--- config.mk ---
export PLATFORM = sky130hd
export DESIGN_NAME = regfile
export DESIGN_NICKNAME = d
export VERILOG_FILES = /design/src/rtl/regfile.sv
export SDC_FILE = /design/constraint.sdc
export NUM_CORES = 2
export LEC_CHECK = 0
export BUFFER_PORTS_ARGS = -buffer_cell sky130_fd_sc_hd__buf_2
export CAP_MARGIN = 10
export CELL_PAD_IN_SITES_DETAIL_PLACEMENT = 1
export CELL_PAD_IN_SITES_GLOBAL_PLACEMENT = 1
export CORE_MARGIN = 1.5
export CORE_UTILIZATION = 50
export CTS_CLUSTER_SIZE = 14
export DETAILED_ROUTE_END_ITERATION = 10
export PLACE_DENSITY_LB_ADDON = 0.1
export SKIP_LAST_GASP = 1
export SYNTH_ARGS = -nofsm -noshare
export SYNTH_HDL_FRONTEND = slang
export SYNTH_SLANG_ARGS = --single-unit
--- constraint.sdc ---
create_clock -name clk -period 56.5 [get_ports clk]
set_input_delay 5.65 -clock clk [delete_from_list [all_inputs] [get_ports clk]]
set_output_delay 5.65 -clock clk [all_outputs]
set_load 0.005 [all_outputs]
--- src/rtl/regfile.sv ---
// regfile: architectural register file with a per-register pending-write
// scoreboard. Receives writeback data and scoreboard releases, serves two
// registered read ports with busy flags, and accepts destination locks.
module regfile #(
    parameter int LOG_REG_CNT = 5,
    parameter int REG_LEN     = 32,
    parameter int PEND_W      = 2
) (
    input  logic                   clk,
    input  logic                   rst,
    input  logic                   rdy,
    input  logic                   write_reg,
    input  logic [LOG_REG_CNT-1:0] reg_id,
    input  logic [REG_LEN-1:0]     reg_val,
    input  logic                   write_reg_stall,
    input  logic [LOG_REG_CNT-1:0] reg_stall_id,
    input  logic                   read1_en,
    input  logic [LOG_REG_CNT-1:0] read1_id,
    input  logic                   read2_en,
    input  logic [LOG_REG_CNT-1:0] read2_id,
    output logic [REG_LEN-1:0]     read1_val,
    output logic [REG_LEN-1:0]     read2_val,
    output logic                   read1_busy,
    output logic                   read2_busy,
    input  logic                   lock_en,
    input  logic [LOG_REG_CNT-1:0] lock_id,
    output logic                   lock_ok,
    output logic                   underflow
);

    localparam int                     REG_CNT  = 1 << LOG_REG_CNT;
    localparam logic [PEND_W-1:0]      PEND_MAX = '1;
    localparam logic [LOG_REG_CNT-1:0] ZERO_ID  = '0;

    logic [REG_LEN-1:0] regs [REG_CNT];
    logic [PEND_W-1:0]  pend [REG_CNT];

    logic               rel_vld;
    logic               lock_vld;
    logic               rel_lock_same;
    logic [REG_LEN-1:0] rd1_val_nxt;
    logic [REG_LEN-1:0] rd2_val_nxt;
    logic               rd1_busy_nxt;
    logic               rd2_busy_nxt;

    // Count seen by a reader: this cycle's release applied, this cycle's lock not.
    function automatic logic [PEND_W-1:0] pend_after_rel(input logic [PEND_W-1:0] p,
                                                         input logic hit);
        pend_after_rel = (hit && p != '0) ? p - 1'b1 : p;
    endfunction

    // Release/lock qualification; a same-id release frees the slot for the lock.
    always_comb begin
        rel_vld       = write_reg_stall && (reg_stall_id != ZERO_ID);
        lock_ok       = (lock_id == ZERO_ID) || (pend[lock_id] != PEND_MAX) ||
                        (rel_vld && (reg_stall_id == lock_id));
        lock_vld      = lock_en && (lock_id != ZERO_ID) && lock_ok;
        rel_lock_same = rel_vld && lock_vld && (reg_stall_id == lock_id);
    end

    // Next read data/busy for both ports, with write-through bypass.
    always_comb begin
        rd1_val_nxt = regs[read1_id];
        if (read1_id == ZERO_ID)
            rd1_val_nxt = '0;
        else if (write_reg && (reg_id == read1_id))
            rd1_val_nxt = reg_val;

        rd2_val_nxt = regs[read2_id];
        if (read2_id == ZERO_ID)
            rd2_val_nxt = '0;
        else if (write_reg && (reg_id == read2_id))
            rd2_val_nxt = reg_val;

        rd1_busy_nxt = read1_en && (read1_id != ZERO_ID) &&
                       (pend_after_rel(pend[read1_id],
                                       rel_vld && (reg_stall_id == read1_id)) != '0);
        rd2_busy_nxt = read2_en && (read2_id != ZERO_ID) &&
                       (pend_after_rel(pend[read2_id],
                                       rel_vld && (reg_stall_id == read2_id)) != '0);
    end

    // Register storage: writeback into nonzero destinations.
    always_ff @(posedge clk or posedge rst) begin
        if (rst) begin
            for (int i = 0; i < REG_CNT; i++)
                regs[i] <= '0;
        end else if (rdy && write_reg && (reg_id != ZERO_ID)) begin
            regs[reg_id] <= reg_val;
        end
    end

    // Scoreboard counters and sticky underflow; same-id lock+release nets to zero.
    always_ff @(posedge clk or posedge rst) begin
        if (rst) begin
            for (int i = 0; i < REG_CNT; i++)
                pend[i] <= '0;
            underflow <= 1'b0;
        end else if (rdy) begin
            if (rel_vld && (pend[reg_stall_id] == '0))
                underflow <= 1'b1;
            if (!rel_lock_same) begin
                if (rel_vld && (pend[reg_stall_id] != '0))
                    pend[reg_stall_id] <= pend[reg_stall_id] - 1'b1;
                if (lock_vld)
                    pend[lock_id] <= pend[lock_id] + 1'b1;
            end
        end
    end

    // Registered read ports; hold while rdy is low.
    always_ff @(posedge clk or posedge rst) begin
        if (rst) begin
            read1_val  <= '0;
            read2_val  <= '0;
            read1_busy <= 1'b0;
            read2_busy <= 1'b0;
        end else if (rdy) begin
            read1_val  <= rd1_val_nxt;
            read2_val  <= rd2_val_nxt;
            read1_busy <= rd1_busy_nxt;
            read2_busy <= rd2_busy_nxt;
        end
    end

endmodule

==> results.cfg <==
[outcome]
outcome = finished with violations
violations = DRC

[cts]
cts_tree = yes
cts_made_buffers = 136
h-tree-depth = 4
cts_root_buf = clkbuf_16
clockBufferDepth = 3
clkLatencyLatePin_ps = 750
post-cts-setup-buffers = 0
cts_hold_buf = 0
clkSlewWorstSetupHoldPaths_ps = 50
clkSinkCount = 1155
cts_resized = 0

[global_route]
grt_pass1_wl_mm = 298.0
grt_pass1_vias = 43090
grt_overflow = 0
grt_use_total_pct = 31.90
grt_max_degree = 133
antenna_found_initial = 8

[drt]
drtIter0Drc = 3603
viasPerCell = 6.888
wl_met3_mm = 12.53
vias = 40160
wl_per_cell_um = 34.09
drt-met1-wl_mm = 86.68
wl_mm = 198.7
ant_nets = 0
maxUsedRoutingLayer = met5
drc = 14
firstDrtPassIters = 11
met2RoutedLength_mm = 93.67

[die]
coreArea_um2 = 124000
fp.dieH_um = 357.0
start_util_pct = 50.55
die_area_um2 = 127500
die_w_um = 357.0
io_pins = 133
rows = 129

[placed_design]
portBuffers = 132
place.gp.congestion = 0.8902
dp_cells = 5589
place_hpwl_mm = 111.5

[sta]
slew_viol_final = 0
period_minus_slack_ps = 13930
finalCritPeriodShare_pct = 24.65
fin_skew_ps = 22.60
worst_pin_slew_ps = 1103
finalSetupViolations = 0
rsz0062_at_grt = no
slew_headroom_pct = 26.46
max_freq_ghz = 0.07179
hold_slack_ps = 392.0
setup_tns_ps = 0
final_hold_viol_count = 0

[synthesis]
synth-seq-cells = 1155
synth-async-reset-ratio_pct = 100.0
syn-instance-count = 4217
synth_nets = 4286
synth-seq-area-share_pct = 46.12
synth_ff_type = dfrtp_1
yosysWarnings = 0
netlist_area_um2 = 62670
synth_area_per_cell_um2 = 14.86
synth_edf_count = 0
yosysUniqueCellTypes = 63

[pwr]
power_density_nw_per_um2 = 34.30
switching_power_mw = 0.6421
swShare_pct = 27.13
p_leak_nw = 30.26
worst_ir_drop_vdd_mv = 0.03413
fin_total_pwr_mw = 2.367
intPower_mw = 1.724
power_frac_comb_pct = 16.9
clockPowerShare_pct = 38.6
seq_power_share_pct = 44.4

[finish]
stdcell_count = 5830
fill_cells = 11450
multiInputGateArea_um2 = 31990
drive_gt1_share_pct = 49.45
most-common-layout-cells = dfrtp_1, mux2_2, mux4_2
syn_to_final_growth_pct = 10.08
final_common_cell = dfrtp_1
register_area_um2 = 28900
fin_nets = 4159

[hold_path]
hold_path.class = reg2reg

[critical_path]
crit_start = lock_id[0]
setup.worst_path.end = lock_ok
startpoint_type = input pin
cp_max_fo = 35
arrival_ps = 8280
worstPathRequired_ps = 50850
setup.worst_path.class = in2out
end_kind = output pin
critical_path.reg2reg.startpoint = pend[32]
worst_r2r_path_depth = 9
ff2ff_setup_slack_ps = 52230
r2r_end = pend[8]

[run]
drv_cap = 0
==> layer usage <==
layer / track usage (%) / vias up
met3: 5.735 / 379
li1: - / 16120
met2: 49.66 / 1376
met1: 46.05 / 22270
met5: 0 / -
met4: 9.593 / 12
==> flip-flops by register name, summed over array words and instances (netlist names) <==
name	flops
pend	64
read1_busy	1
read1_val	32
read2_busy	1
read2_val	32
regs	1024
underflow	1
==> cells by family after synthesis <==
logic type	Yosys count	synth area share [%]
AOI/OAI and AO/OA	294	3.590
adders and majority gates	4	0.07987
xor gates and xnor gates	25	0.3494
muxes	1777	42.85
and+or+nand+nor	473	3.730
DFF	1155	46.12
buffers and inverters	489	3.280
==> power by group through the flow <==
stage	Combinational (mW)	Sequential, mW	Clock (mW)
floorplan	0.314	1.02	0
global placement	0.390	1.05	0
detailed placement	0.401	1.06	0
CTS	0.403	1.05	0.932
global route	0.430	1.06	0.963
finish	0.400	1.05	0.914
==> worst max-delay path, cell delays in order <==
cell     delay (ps)
buf_2           720
mux4_2          590
nor2b_1         140
a31oi_1         230
nand4_1         140
ha_1            220
inv_1            70
a31oi_2          40
buf_4           240
nand2_1         110
buf_2           110
==> how the worst min path moves through the flow <==
stage | start | endpoint | slack [ps] | cells after the start
after detailed placement | regs[998] | regs[998] | 380 | 0
final | regs[998] | regs[998] | 390 | 0
after CTS | regs[998] | regs[998] | 400 | 0
after floorplan | regs[1000] | regs[1000] | 440 | 1
after global routing | regs[1006] | regs[1006] | 410 | 0
after global placement | regs[1006] | regs[1006] | 380 | 0
==> cells in the mapped netlist (all sizes together), types with 7 or more instances <==
library cell | n | share of area (%)
and3 | 9 | 0.090
nand3b | 9 | 0.11
nand2b | 39 | 0.39
a21oi | 32 | 0.26
o22ai | 9 | 0.090
dfrtp | 1155 | 46
xnor2 | 10 | 0.14
nor3b | 7 | 0.084
and2 | 35 | 0.35
nor2 | 83 | 0.53
nor4 | 12 | 0.12
o21ai | 66 | 0.53
a221o | 46 | 0.73
a221oi | 33 | 0.46
nand3 | 19 | 0.15
xor2 | 15 | 0.21
clkbuf | 292 | 1.7
nor2b | 14 | 0.14
buf | 183 | 1.4
nand4 | 9 | 0.090
mux2i | 148 | 2.4
o221ai | 8 | 0.12
a222oi | 31 | 0.50
nor3 | 57 | 0.46
inv | 14 | 0.084
mux4 | 624 | 22
nand2 | 158 | 0.95
a22oi | 30 | 0.36
o211ai | 15 | 0.23
a31oi | 7 | 0.080
mux2 | 1005 | 18
==> cell type report <==
cell class              instances  share of cell area [%]
repair buffers                210                   1.993
multi-input cells            2573                   46.38
flip-flops and latches       1155                   41.90
clock inverters                41                  0.7908
inverters                      14                 0.08887
clock buffers                 197                   5.873
diodes                          3                 0.01088
well taps                    1637                   2.969
==> through the flow <==
stage	util, %	setup WS [ps]	instance area, um2
2_1_floorplan	-	18320	62670
3_3_place_gp	51.94	42630	64380
3_5_place_dp	51.94	42580	64380
4_1_cts	55.65	42570	68980
5_1_grt	55.65	42400	68980
6_report	55.65	42570	68980
Note: power is estimated with default switching activity, not from simulation.
